$ cat src/rtl/control_pkg.sv
// Shared encodings for the RV64I multi-cycle controller: state enum, opcodes
// and datapath mux/ALU-op selects.
package control_pkg;

  typedef enum logic [3:0] {
    S_FETCH,
    S_DECODE,
    S_MEMADR,
    S_MEMREAD,
    S_MEMWB,
    S_MEMWRITE,
    S_EXECUTER,
    S_EXECUTEI,
    S_ALUWB,
    S_BRANCH,
    S_JALR,
    S_JAL,
    S_LUI,
    S_AUIPC,
    S_ILLEGAL
  } t_state;

  localparam logic [6:0] OP_LOAD      = 7'b0000011;
  localparam logic [6:0] OP_STORE     = 7'b0100011;
  localparam logic [6:0] OP_OP        = 7'b0110011;
  localparam logic [6:0] OP_OP_32     = 7'b0111011;
  localparam logic [6:0] OP_OP_IMM    = 7'b0010011;
  localparam logic [6:0] OP_OP_IMM_32 = 7'b0011011;
  localparam logic [6:0] OP_BRANCH    = 7'b1100011;
  localparam logic [6:0] OP_JAL       = 7'b1101111;
  localparam logic [6:0] OP_JALR      = 7'b1100111;
  localparam logic [6:0] OP_LUI       = 7'b0110111;
  localparam logic [6:0] OP_AUIPC     = 7'b0010111;

  localparam logic [1:0] ALU_ADD = 2'b00;
  localparam logic [1:0] ALU_SUB = 2'b01;

  localparam logic [1:0] SRC_A_PC     = 2'b00;
  localparam logic [1:0] SRC_A_OLD_PC = 2'b01;
  localparam logic [1:0] SRC_A_RS1    = 2'b10;
  localparam logic [1:0] SRC_A_ZERO   = 2'b11;

  localparam logic [1:0] SRC_B_RS2  = 2'b00;
  localparam logic [1:0] SRC_B_IMM  = 2'b01;
  localparam logic [1:0] SRC_B_FOUR = 2'b10;

  localparam logic [1:0] RES_ALUOUT = 2'b00;
  localparam logic [1:0] RES_MEM    = 2'b01;
  localparam logic [1:0] RES_ALU    = 2'b10;

endpackage

$ cat src/rtl/main_fsm.sv
// Multi-cycle main control FSM: sequences fetch/decode/execute/memory/writeback
// and drives datapath enables, mux selects and the 2-bit ALU op.
module main_fsm
  import control_pkg::*;
(
  input  logic       clk,
  input  logic       rst,
  input  logic [6:0] i_op,
  input  logic       i_mem_done,
  output logic       o_mem_req,
  output logic       o_mem_write,
  output logic       o_adr_src,
  output logic       o_ir_write,
  output logic       o_pc_update,
  output logic       o_branch,
  output logic       o_reg_write,
  output logic [1:0] o_alu_src_a,
  output logic [1:0] o_alu_src_b,
  output logic [1:0] o_result_src,
  output logic [1:0] o_alu_op,
  output logic       o_illegal_instr
);

  t_state state, state_next;

  always_ff @(posedge clk) begin
    if (rst) state <= S_FETCH;
    else     state <= state_next;
  end

  always_comb begin
    state_next      = state;
    o_mem_req       = 1'b0;
    o_mem_write     = 1'b0;
    o_adr_src       = 1'b0;
    o_ir_write      = 1'b0;
    o_pc_update     = 1'b0;
    o_branch        = 1'b0;
    o_reg_write     = 1'b0;
    o_alu_src_a     = SRC_A_PC;
    o_alu_src_b     = SRC_B_RS2;
    o_result_src    = RES_ALUOUT;
    o_alu_op        = ALU_ADD;
    o_illegal_instr = 1'b0;

    case (state)
      S_FETCH: begin
        o_mem_req = 1'b1;
        // PC+4 goes straight from the ALU to the PC in the same cycle the word lands
        if (i_mem_done) begin
          o_ir_write   = 1'b1;
          o_pc_update  = 1'b1;
          o_alu_src_a  = SRC_A_PC;
          o_alu_src_b  = SRC_B_FOUR;
          o_alu_op     = ALU_ADD;
          o_result_src = RES_ALU;
          state_next   = S_DECODE;
        end
      end
      S_DECODE: begin
        o_alu_src_a = SRC_A_OLD_PC;
        o_alu_src_b = SRC_B_IMM;
        o_alu_op    = ALU_ADD;
        case (i_op)
          OP_LOAD, OP_STORE:       state_next = S_MEMADR;
          OP_OP, OP_OP_32:         state_next = S_EXECUTER;
          OP_OP_IMM, OP_OP_IMM_32: state_next = S_EXECUTEI;
          OP_BRANCH:               state_next = S_BRANCH;
          OP_JAL:                  state_next = S_JAL;
          OP_JALR:                 state_next = S_JALR;
          OP_LUI:                  state_next = S_LUI;
          OP_AUIPC:                state_next = S_AUIPC;
          default:                 state_next = S_ILLEGAL;
        endcase
      end
      S_MEMADR: begin
        o_alu_src_a = SRC_A_RS1;
        o_alu_src_b = SRC_B_IMM;
        o_alu_op    = ALU_ADD;
        state_next  = i_op[5] ? S_MEMWRITE : S_MEMREAD;
      end
      S_MEMREAD: begin
        o_mem_req    = 1'b1;
        o_adr_src    = 1'b1;
        o_result_src = RES_ALUOUT;
        if (i_mem_done) state_next = S_MEMWB;
      end
      S_MEMWB: begin
        o_result_src = RES_MEM;
        o_reg_write  = 1'b1;
        state_next   = S_FETCH;
      end
      S_MEMWRITE: begin
        o_mem_req    = 1'b1;
        o_mem_write  = 1'b1;
        o_adr_src    = 1'b1;
        o_result_src = RES_ALUOUT;
        if (i_mem_done) state_next = S_FETCH;
      end
      S_EXECUTER: begin
        o_alu_src_a = SRC_A_RS1;
        o_alu_src_b = SRC_B_RS2;
        o_alu_op    = {1'b1, i_op[3]};
        state_next  = S_ALUWB;
      end
      S_EXECUTEI: begin
        o_alu_src_a = SRC_A_RS1;
        o_alu_src_b = SRC_B_IMM;
        o_alu_op    = {1'b1, i_op[3]};
        state_next  = S_ALUWB;
      end
      S_ALUWB: begin
        o_result_src = RES_ALUOUT;
        o_reg_write  = 1'b1;
        state_next   = S_FETCH;
      end
      S_BRANCH: begin
        o_alu_src_a  = SRC_A_RS1;
        o_alu_src_b  = SRC_B_RS2;
        o_alu_op     = ALU_SUB;
        o_result_src = RES_ALUOUT;
        o_branch     = 1'b1;
        state_next   = S_FETCH;
      end
      S_JALR: begin
        o_alu_src_a = SRC_A_RS1;
        o_alu_src_b = SRC_B_IMM;
        o_alu_op    = ALU_ADD;
        state_next  = S_JAL;
      end
      S_JAL: begin
        // PC takes the target from ALUOut while the ALU forms old PC + 4 for rd
        o_alu_src_a  = SRC_A_OLD_PC;
        o_alu_src_b  = SRC_B_FOUR;
        o_alu_op     = ALU_ADD;
        o_result_src = RES_ALUOUT;
        o_pc_update  = 1'b1;
        state_next   = S_ALUWB;
      end
      S_LUI: begin
        o_alu_src_a = SRC_A_ZERO;
        o_alu_src_b = SRC_B_IMM;
        o_alu_op    = ALU_ADD;
        state_next  = S_ALUWB;
      end
      S_AUIPC: begin
        o_alu_src_a = SRC_A_OLD_PC;
        o_alu_src_b = SRC_B_IMM;
        o_alu_op    = ALU_ADD;
        state_next  = S_ALUWB;
      end
      S_ILLEGAL: begin
        o_illegal_instr = 1'b1;
        state_next      = S_ILLEGAL;
      end
      default: state_next = S_FETCH;
    endcase
  end

endmodule

$ cat config.mk
export PLATFORM = sky130hd
export DESIGN_NAME = main_fsm
export DESIGN_NICKNAME = d
export VERILOG_FILES = /design/src/rtl/control_pkg.sv /design/src/rtl/main_fsm.sv
export SDC_FILE = /design/constraint.sdc
export NUM_CORES = 1
export LEC_CHECK = 0
export BUFFER_PORTS_ARGS = -buffer_cell sky130_fd_sc_hd__buf_2
export CELL_PAD_IN_SITES_DETAIL_PLACEMENT = 0
export CELL_PAD_IN_SITES_GLOBAL_PLACEMENT = 2
export CORE_MARGIN = 2
export CORE_UTILIZATION = 24
export DETAILED_ROUTE_END_ITERATION = 10
export PLACE_DENSITY = 0.86
export SETUP_SLACK_MARGIN = 0.5
export SYNTH_ARGS = -nofsm -noshare
export SYNTH_HDL_FRONTEND = slang
export SYNTH_SLANG_ARGS = --single-unit
$ cat constraint.sdc
create_clock -name clk -period 3.5 [get_ports clk]
set_input_delay 0.35 -clock clk [delete_from_list [all_inputs] [get_ports clk]]
set_output_delay 0.35 -clock clk [all_outputs]
set_load 0.02 [all_outputs]
==> results of run 1 <==
[cell type report]
type,instances,share of cell area
Multi-Input combinational cell,78,0.621
Timing Repair Buffer,25,0.167
Sequential cell,4,0.107
Tap cell,30,0.0501
Clock buffer,3,0.0301
Inverter,5,0.0250
[power breakdown]
| group | internal (µW) | switching [µW] | total [µW] | leakage [µW] |
|---|---|---|---|---|
| combinational | 164 | 232 | 396 | 0.000290 |
| clock | 38.2 | 17.2 | 55.5 | 0.0000138 |
| sequential | 61.5 | 75.6 | 137 | 0.0000328 |
[how the worst min path moves through the flow]
stage	from	endpoint	slack [ps]
after detailed placement	rst	state[0]	580
after global routing	rst	state[1]	330
final	rst	state[1]	340
after CTS	rst	state[1]	330
after global placement	rst	state[0]	580
after floorplan	rst	state[1]	420
[kinds of logic after synthesis]
kind of cell	count (synthesis)
compound gates	34
xor+xnor	2
buf+inv	14
flops	4
simple gates	42
[cell usage after synthesis, drive strengths merged (3+ instances only)]
master and count:
dfxtp 4, a21oi 14, inv 5, a2111oi 3, nor2 11, nor3 6, buf 7, o21ai 4
nand2 10
[layer usage]
| metal | vias to the layer above | global-route usage | share of wire |
|---|---|---|---|
| met5 | - | 0 | 0 |
| met3 | 0 | 0.0246 | 0.043 |
| met1 | 330 | 0.146 | 0.50 |
| met2 | 19 | 0.197 | 0.45 |
| li1 | 381 | - | - |
| met4 | 0 | 0.0125 | 0 |
[stage by stage]
step / power, µW / worst slack [ps] / std cells / area [µm²]
after floorplan: 445 / 1710 / 96 / 611
after global placement: 530 / 1640 / 142 / 727
after detailed placement: 533 / 1650 / 142 / 727
after CTS: 593 / 1390 / 145 / 749
after global routing: 648 / 1250 / 145 / 749
final: 588 / 1400 / 145 / 749
==> key figures, run 1 <==
Floorplanning
  – Die area: 2960 µm²
  – Row cnt: 18
  – Initial Utilization: 0.249
  – Die width: 54.4 µm
  – IO Count: 26
  – Die extent in y: 54.4 µm
  – Core Region: 2450 µm²

STA
  – Endpoints failing setup: 0
  – Final TNS setup: 0 ps
  – Final hold violations: 0
  – Worst Skew: 4.20 ps
  – Fmax: 476 MHz
  – Slew headroom: 0.352
  – Max-slew violations: 0
  – Period utilization: 0.600
  – Clock period minus worst slack: 2100 ps
  – Hold Slack: 344 ps
  – Measured slew at the worst slew-check pin: 971 ps
  – RSZ-0062 raised after global routing: no

Worst setup path
  – Setup crit end: o_alu_src_b[0]
  – Reg2Reg Launch Point: state[0]
  – Cell family with most CP delay: flip-flops
  – CP max FO: 29
  – Crit Path Class: reg -> out
  – Crit path depth: 3
  – Crit-path slowest cell: dfxtp_1
  – Buf/Inv on CP: 1
  – Critical Path AT: 1750 ps
  – Largest stage delay on the critical path: 950 ps
  – Worst endpoint required time: 3150 ps
  – Critical Path End Type: primary output
  – Beginning of the critical path: state[2]
  – Crit path launch type: flop
  – Cell Chain, Critical Path: nor2_1 -> a22oi_1 -> buf_2
  – Worst Reg-to-Reg Cells: 4
  – RR Endpoint: state[2]
  – Flop2flop setup slack: 1710 ps

Min path
  – Hold path depth: 2
  – Hold Crit Class: in -> reg

Place
  – DP HPWL: 1.20 mm
  – IO Port Bufs: 25
  – GP Congestion: 0.725

Logic synthesis
  – Post-synthesis async set-or-reset flop share: 0
  – Syn avg cell area: 6.36 µm²
  – Post-Synth Adder-Cell Area: 0
  – Mapped Cells: 96
  – Syn Nets: 106
  – Mapped cell area: 611 µm²
  – Largest area contributor in the netlist: dfxtp_1
  – Share of the synthesized area in the top cell type: 0.131
  – Prevailing post-synth register cell: dfxtp_1
  – Post-synth EDFFs: 0
  – Post-Synth XOR/XNOR Area: 0.0287
  – Area contributors post-synth: dfxtp_1 (13%), a21oi_1 (11%), nand2_1 (6.1%), nor2_1 (6.1%), nor3_1 (4.9%)
  – #FFs+latches synth: 4
  – Sequential-to-total area share from yosys stat: 0.131
  – Post-synthesis mux area share: 0
  – Main combinational cell family by area after synthesis: compound AO/OA/AOI/OAI gates
  – Synth Area in Compound Gates: 0.371
  – Simple-Gate Fraction of Synth Area: 0.363
  – Post-synth cell types: 37
  – Total of warnings raised by yosys: 0

Detailed routing
  – Detail Route Antenna Nets: 0
  – Routed Wire Length: 1.60 mm
  – DR vias: 730
  – DR iter-0 viols: 9
  – Wire per inst: 11.0 µm
  – Pre-antenna DRT Iters: 4
  – Vias per cell: 5.03
  – DRC viols: 0

Global route
  – Largest net degree at the start of global routing: 30
  – Initial antenna violation count: 0
  – Total GRT Usage: 0.113
  – Gr ovfl total: 0
  – Vias in the first global route: 618
  – First-pass GRT wire length: 2.53 mm

Flow run
  – Number of max-cap violations: 0

Clock network
  – Clock latency at the later pin of the worst-skew pair: 230 ps
  – Clk sinks: 4
  – CTS max path bufs: 2
  – TritonCTS clock tree: yes
  – Hold Buf Count CTS: 0
  – Clk slew on worst S/H paths: 40 ps
  – CTS resizes: 0
  – Post-CTS setup buffers: 0
  – Buffer type at the clock tree root: clkbuf_4
  – TritonCTS buffer count: 3
  – Htree depth: 1

Final layout
  – Util after Layout: 0.305
  – N_diodes: 0
  – Largest register FFs: 4
  – FF/Latch Area: 80.1 µm²
  – Multi-input logic area: 465 µm²
  – Biggest regs: state (4)
  – NumNets Final: 127
  – Most flops, register: state
  – P&R area growth vs syn: 22.7%
  – Most frequent cells in the layout: buf_2 (25), a21oi_1 (14), nand2_1 (10), nor2_1 (10), nor3_1 (6)
  – Commonest non-fill, non-tap cell in the layout: buf_2
  – Fillers: 288
  – Share of cells above drive strength 1: 0.287

Pwr
  – P_leak: 0.000337 µW
  – Power per cell area: 785 nW/µm²
  – Maximum vdd drop: 0.000321 V

Run status
  – Run status: complete, no violations
(Power assumes the default switching activity.)
==> run 2, diff against run 1 <==
--- a/config.mk
+++ b/config.mk
@@ -9,9 +9,9 @@
 export CELL_PAD_IN_SITES_DETAIL_PLACEMENT = 0
 export CELL_PAD_IN_SITES_GLOBAL_PLACEMENT = 2
 export CORE_MARGIN = 2
-export CORE_UTILIZATION = 24
+export CORE_UTILIZATION = 20
 export DETAILED_ROUTE_END_ITERATION = 10
-export PLACE_DENSITY = 0.86
+export PLACE_DENSITY = 0.78
 export SETUP_SLACK_MARGIN = 0.5
 export SYNTH_ARGS = -nofsm -noshare
 export SYNTH_HDL_FRONTEND = slang
==> constraint.sdc (replaced) <==
create_clock -name clk -period 1.8 [get_ports clk]
set_input_delay 0.18 -clock clk [delete_from_list [all_inputs] [get_ports clk]]
set_output_delay 0.18 -clock clk [all_outputs]
set_load 0.02 [all_outputs]
==> run 2 against run 1 <==
Sequential share of layout area is 2.7 points lower; cell count up 14%; worst setup slack worse by 1200 ps; largest power group unchanged; critical path depth is 1 higher; clock power grew 110%; clock skew down 2.2 ps; register-to-register slack got worse by 1400 ps; non-clock buffer count grew 18; hold slack got worse by 180 ps; routed wire length is 23% higher; design area up 52%.
==> key figures, run 2 (synthesized netlist as in run 1, its figures left out) <==
Run status
  – Run status: complete, no violations

Pwr
  – Power per cell area: 1580 nW/µm² (+100%)
  – Maximum vdd drop: 0.000375 V (+17%)
  – P_leak: 0.000488 µW (+45%)
  – Tot Pwr: 1800 µW (+210%)

Floorplanning
  – Initial Utilization: 0.205 (-0.0437)
  – Die area: 3510 µm² (+18%)
  – Die extent in y: 59.3 µm (+8.8%)
  – Die width: 59.3 µm (+8.8%)
  – Row cnt: 20 (+2)
  – Core Region: 2980 µm² (+21%)
  – IO Count: 26 (unchanged)

Clock network
  – Clock latency at the later pin of the worst-skew pair: 240 ps (about the same)
  – Hold Buf Count CTS: 0 (unchanged)
  – Clk slew on worst S/H paths: 40 ps (about the same)
  – CTS max path bufs: 2 (unchanged)
  – Clk sinks: 4 (unchanged)
  – Htree depth: 1 (unchanged)
  – TritonCTS clock tree: yes
  – Buffer type at the clock tree root: clkbuf_4
  – TritonCTS buffer count: 3 (unchanged)

STA
  – RSZ-0062 raised after global routing: yes
  – Endpoints failing setup: 0 (unchanged)
  – Measured slew at the worst slew-check pin: 487 ps (-484 ps)
  – Slew headroom: 0.667 (+0.315)
  – Max-slew violations: 0 (unchanged)
  – Final TNS setup: 0 ps (unchanged)
  – Clock period minus worst slack: 1580 ps
  – Final hold violations: 0 (unchanged)
  – Period utilization: 0.876
  – Fmax: 634 MHz
  – Worst Skew: 1.98 ps (-2.22 ps)

Min path
  – Hold path depth: 2 (unchanged)
  – Hold Crit Class: in -> reg
  – Min-Delay Endpoint: state[1]
  – Hold Crit Start: rst

Global route
  – Gr ovfl total: 0 (unchanged)
  – Met3 GRT Util: 0.0197 (-0.00494)
  – Largest net degree at the start of global routing: 16 (-47%)
  – First-pass GRT wire length: 3.35 mm (+32%)
  – GR peak layer: met2
  – Vias in the first global route: 783 (+27%)
  – Met1 global-route usage: 0.159 (+0.0124)
  – GR Layer Usage met2: 0.201 (+0.00415)
  – Total GRT Usage: 0.126 (+0.0124)
  – Initial antenna violation count: 0 (unchanged)

Worst setup path
  – Crit path launch type: flop
  – Crit-path slowest cell: dfxtp_4
  – Worst endpoint required time: 1620 ps (-1530 ps)
  – Crit Path Class: reg -> out
  – Cell Chain, Critical Path: and2b_2 -> nor4_4 -> a21o_1 -> buf_4
  – Cell family with most CP delay: simple AND/OR/NAND/NOR gates
  – Largest stage delay on the critical path: 370 ps (-580 ps)
  – CP max FO: 7 (-76%)
  – Flop2flop setup slack: 280 ps (-1430 ps)
  – RR Endpoint: state[2]
  – Worst Reg-to-Reg Cells: 5 (+1)
  – Critical Path End Type: primary output
  – Buf/Inv on CP: 1 (unchanged)
  – Reg2Reg Launch Point: state[3]
  – Critical Path AT: 1400 ps (-350 ps)

Final layout
  – Largest register FFs: 4 (unchanged)
  – Share of cells above drive strength 1: 0.564 (+0.277)
  – Most frequent cells in the layout: buf_4 (19), buf_6 (12), a21oi_1 (11)
  – Most flops, register: state
  – Biggest regs: state (4)
  – Commonest non-fill, non-tap cell in the layout: buf_4
  – P&R area growth vs syn: 86.9%
  – NumNets Final: 145 (+14%)
  – N_diodes: 0 (unchanged)

Place
  – IO Port Bufs: 25 (unchanged)
  – GP Congestion: 0.785 (+8.3%)
  – DP HPWL: 1.30 mm (+8.5%)

Detailed routing
  – Vias per cell: 4.98 (-1.0%)
  – Detail Route Antenna Nets: 0 (unchanged)
  – Wire per inst: 11.9 µm (+7.8%)
  – DRC viols: 0 (unchanged)
  – DR iter-0 viols: 14 (+5)
  – DR vias: 827 (+13%)
  – Pre-antenna DRT Iters: 4 (unchanged)
  – Routed Wire Length: 1.97 mm (+23%)

Flow run
  – Number of max-cap violations: 0 (unchanged)
==> run 2: cell count changes in the layout (fill, tap and decap cells not counted), sizes merged <==
cell | before | now
buf | 25 | 42
bufbuf | 0 | 1
==> run 2: report_power, final <==
group	leakage, µW	switching (µW)	internal (µW)	total (µW)
clock network	0.0000138	39.7	74.8	114
logic	0.000439	741	759	1500
registers	0.0000349	50.9	133	184
total	0.000488	832	967	1800
==> run 2: worst max-delay path by stage <==
stage | startpoint | to | slack [ps] | cells past startpoint
after floorplan | state[0] | o_result_src[1] | 400 | 6
after global placement | state[3] | state[2] | 330 | 4
after detailed placement | state[3] | state[2] | 300 | 4
after CTS | state[1] | o_alu_src_b[0] | 260 | 3
after global routing | state[1] | o_alu_src_a[0] | 160 | 4
final | state[1] | o_alu_src_a[0] | 220 | 4
==> run 2: metal layers <==
metal	part of all wire	routed length (µm)
met5	0	0
met4	0.012	23
met3	0.058	114
met2	0.49	966
met1	0.44	869
==> run 2: per-stage QoR <==
stage | cells | utilization | instance area, µm² | hold slack, ps | setup WS, ps
after floorplan | 96 | - | 696 | 242 | 399
after global routing | 166 | 0.383 | 1140 | 160 | 157
final | 166 | 0.383 | 1140 | 161 | 222
after global placement | 148 | 0.276 | 823 | 407 | 326
after CTS | 166 | 0.372 | 1110 | 155 | 263
after detailed placement | 148 | 0.276 | 823 | 414 | 302
==> run 2: cell type report <==
type | count | area [µm²]
Sequential cell | 4 | 91.3
Multi-Input combinational cell | 78 | 584
Fill cell | 317 | 1840
Inverter | 5 | 21.3
Clock buffer | 3 | 22.5
Tap cell | 33 | 41.3
Timing Repair Buffer | 43 | 380
==> run 2: what timing repair did <==
action | in CTS | in global routing
gates cloned | 1 | 0
setup endpoints to repair | 19 | 19
setup buffers | 14 | 0
gates resized for setup | 39 | 8
pin swaps | 17 | 7
==> run 3, diff against run 2 <==
--- a/config.mk
+++ b/config.mk
@@ -8,7 +8,7 @@
 export BUFFER_PORTS_ARGS = -buffer_cell sky130_fd_sc_hd__buf_2
 export CELL_PAD_IN_SITES_DETAIL_PLACEMENT = 0
 export CELL_PAD_IN_SITES_GLOBAL_PLACEMENT = 2
-export CORE_MARGIN = 2
+export CORE_MARGIN = 10
 export CORE_UTILIZATION = 20
 export DETAILED_ROUTE_END_ITERATION = 10
 export PLACE_DENSITY = 0.78
==> run 3 against run 2 <==
Non-clock buffer count unchanged; design area increased by 2.3%; clock skew increased by 3.7 ps; sequential cell count unchanged; cell count decreased by 1.2%; largest cell class unchanged; count of clock-buffer cells in the layout unchanged; critical endpoint is now o_mem_req; via count decreased by 0.36%; highest routed layer unchanged; largest power group unchanged.
==> key figures, run 3 (synthesized netlist as in run 1, its figures left out) <==
Clock network
  – Buffer type at the clock tree root: clkbuf_4
  – Clock latency at the later pin of the worst-skew pair: 240 ps (about the same)
  – CTS max path bufs: 2 (unchanged)
  – Clk slew on worst S/H paths: 40 ps (about the same)
  – Htree depth: 1 (unchanged)
  – TritonCTS buffer count: 3 (unchanged)
  – Clk sinks: 4 (unchanged)
  – Hold Buf Count CTS: 0 (unchanged)
  – TritonCTS clock tree: yes

Place
  – Placed Cells: 147 (-0.68%)
  – GP Congestion: 0.824 (+4.9%)
  – DP HPWL: 1.61 mm (+23%)
  – IO Port Bufs: 25 (unchanged)

Worst setup path
  – CP max FO: 5 (-2)
  – Critical Path End Type: primary output
  – Worst endpoint required time: 1620 ps (about the same)
  – Crit Path Class: reg -> out
  – Critical Path AT: 1370 ps (-30 ps)
  – Crit path launch type: flop

Global route
  – Total GRT Usage: 0.0802 (-0.0453)
  – First-pass GRT wire length: 3.60 mm (+7.6%)
  – Initial antenna violation count: 0 (unchanged)
  – Largest net degree at the start of global routing: 18 (+2)
  – Vias in the first global route: 797 (+1.8%)
  – Gr ovfl total: 0 (unchanged)

Detailed routing
  – Routed Wire Length: 2.19 mm (+11%)
  – Wire per inst: 13.4 µm (+12%)
  – DR iter-0 viols: 10 (-4)
  – DR vias: 824 (-0.36%)
  – DRC viols: 0 (unchanged)
  – Vias per cell: 5.02 (+0.85%)
  – Pre-antenna DRT Iters: 4 (unchanged)
  – Detail Route Antenna Nets: 0 (unchanged)

Final layout
  – Util after Layout: 0.413 (+0.0295)
  – Largest register FFs: 4 (unchanged)
  – Commonest non-fill, non-tap cell in the layout: buf_6
  – Cell Count, Final, Fillers Out: 164 (-1.2%)
  – Fillers: 288 (-9.1%)
  – P&R area growth vs syn: 91.2%
  – Most frequent cells in the layout: buf_6 (16), buf_4 (14), a21oi_1 (11)
  – Most flops, register: state
  – N_diodes: 0 (unchanged)
  – NumNets Final: 145 (unchanged)
  – Biggest regs: state (4)
  – Share of cells above drive strength 1: 0.594 (+0.0301)

Floorplanning
  – Die area: 5660 µm² (+61%)
  – Die width: 75.3 µm (+27%)
  – Row cnt: 19 (-5.0%)
  – Initial Utilization: 0.216 (+0.0108)
  – Die extent in y: 75.3 µm (+27%)
  – IO Count: 26 (unchanged)
  – Core Region: 2830 µm² (-5.0%)

Min path
  – Hold Crit Class: in -> reg

STA
  – Endpoints failing setup: 0 (unchanged)
  – Slew headroom: 0.621 (-0.0461)
  – Max-slew violations: 0 (unchanged)
  – Worst Skew: 5.69 ps (+3.71 ps)
  – RSZ-0062 raised after global routing: yes
  – Fmax: 643 MHz (+1.5%)
  – Measured slew at the worst slew-check pin: 554 ps (+67.5 ps)
  – Final TNS setup: 0 ps (unchanged)
  – Period utilization: 0.864 (-0.0127)
  – Clock period minus worst slack: 1550 ps (-22.9 ps)
  – Final hold violations: 0 (unchanged)

Pwr
  – Power per cell area: 1590 nW/µm² (+0.62%)
  – Maximum vdd drop: 0.000483 V (+29%)
  – P_leak: 0.000508 µW (+4.2%)

Flow run
  – Number of max-cap violations: 0 (unchanged)

Run status
  – Run status: complete, no violations
[run 3: routing by layer]
metal | vias up | global-route usage | share of wire
met4 | 0 | 0.0165 | 0.0096
met5 | - | 0 | 0
met2 | 23 | 0.134 | 0.47
li1 | 416 | - | -
met1 | 381 | 0.0898 | 0.42
met3 | 4 | 0.0407 | 0.091
[run 3: path summary, 6_finish.rpt]
check	cells past startpoint	start	endpoint	slack, ps
worst max-delay path	6	state[1]	o_mem_req	250
worst min-delay path	2	rst	state[1]	150
worst max register to register	5	state[3]	state[2]	250
worst min register to register	3	state[2]	state[0]	640
[run 3: area by class of cell]
type	count	area (µm²)	area share
Tap cell	31	38.8	0.0332
Clock buffer	3	22.5	0.0193
Sequential cell	4	91.3	0.0782
Multi-Input combinational cell	78	596	0.510
Inverter	5	18.8	0.0161
Timing Repair Buffer	43	400	0.343
[run 3: per-stage QoR]
| stage | power (µW) | cell area [µm²] | hold WS, ps | setup slack (ps) |
|---|---|---|---|---|
| 4_1_cts | 1750 | 1080 | 144 | 261 |
| 5_1_grt | 1980 | 1170 | 155 | 190 |
| 2_1_floorplan | 1010 | 696 | 242 | 399 |
| 3_3_place_gp | 1190 | 816 | 406 | 324 |
| 3_5_place_dp | 1210 | 816 | 400 | 302 |
| 6_report | 1850 | 1170 | 153 | 245 |
[run 3: repair_timing]
action | CTS | global route
setup endpoints to repair | 19 | 20
resized for setup | 45 | 14
pin swaps | 13 | 10
setup buffers | 10 | 4
[run 3: worst max-delay path, stage by stage, from the launching register on]
cell,delay (ps)
dfxtp_4,350
buf_4,130
and2b_2,210
nor3_2,110
a21oi_1,80
nor2_2,130
buf_6,130
[run 3: power by group]
group	leakage, µW	internal (µW)	switching (µW)
Combinational	0.000460	789	768
Clock	0.0000138	74.7	37.9
Sequential	0.0000349	133	49.6
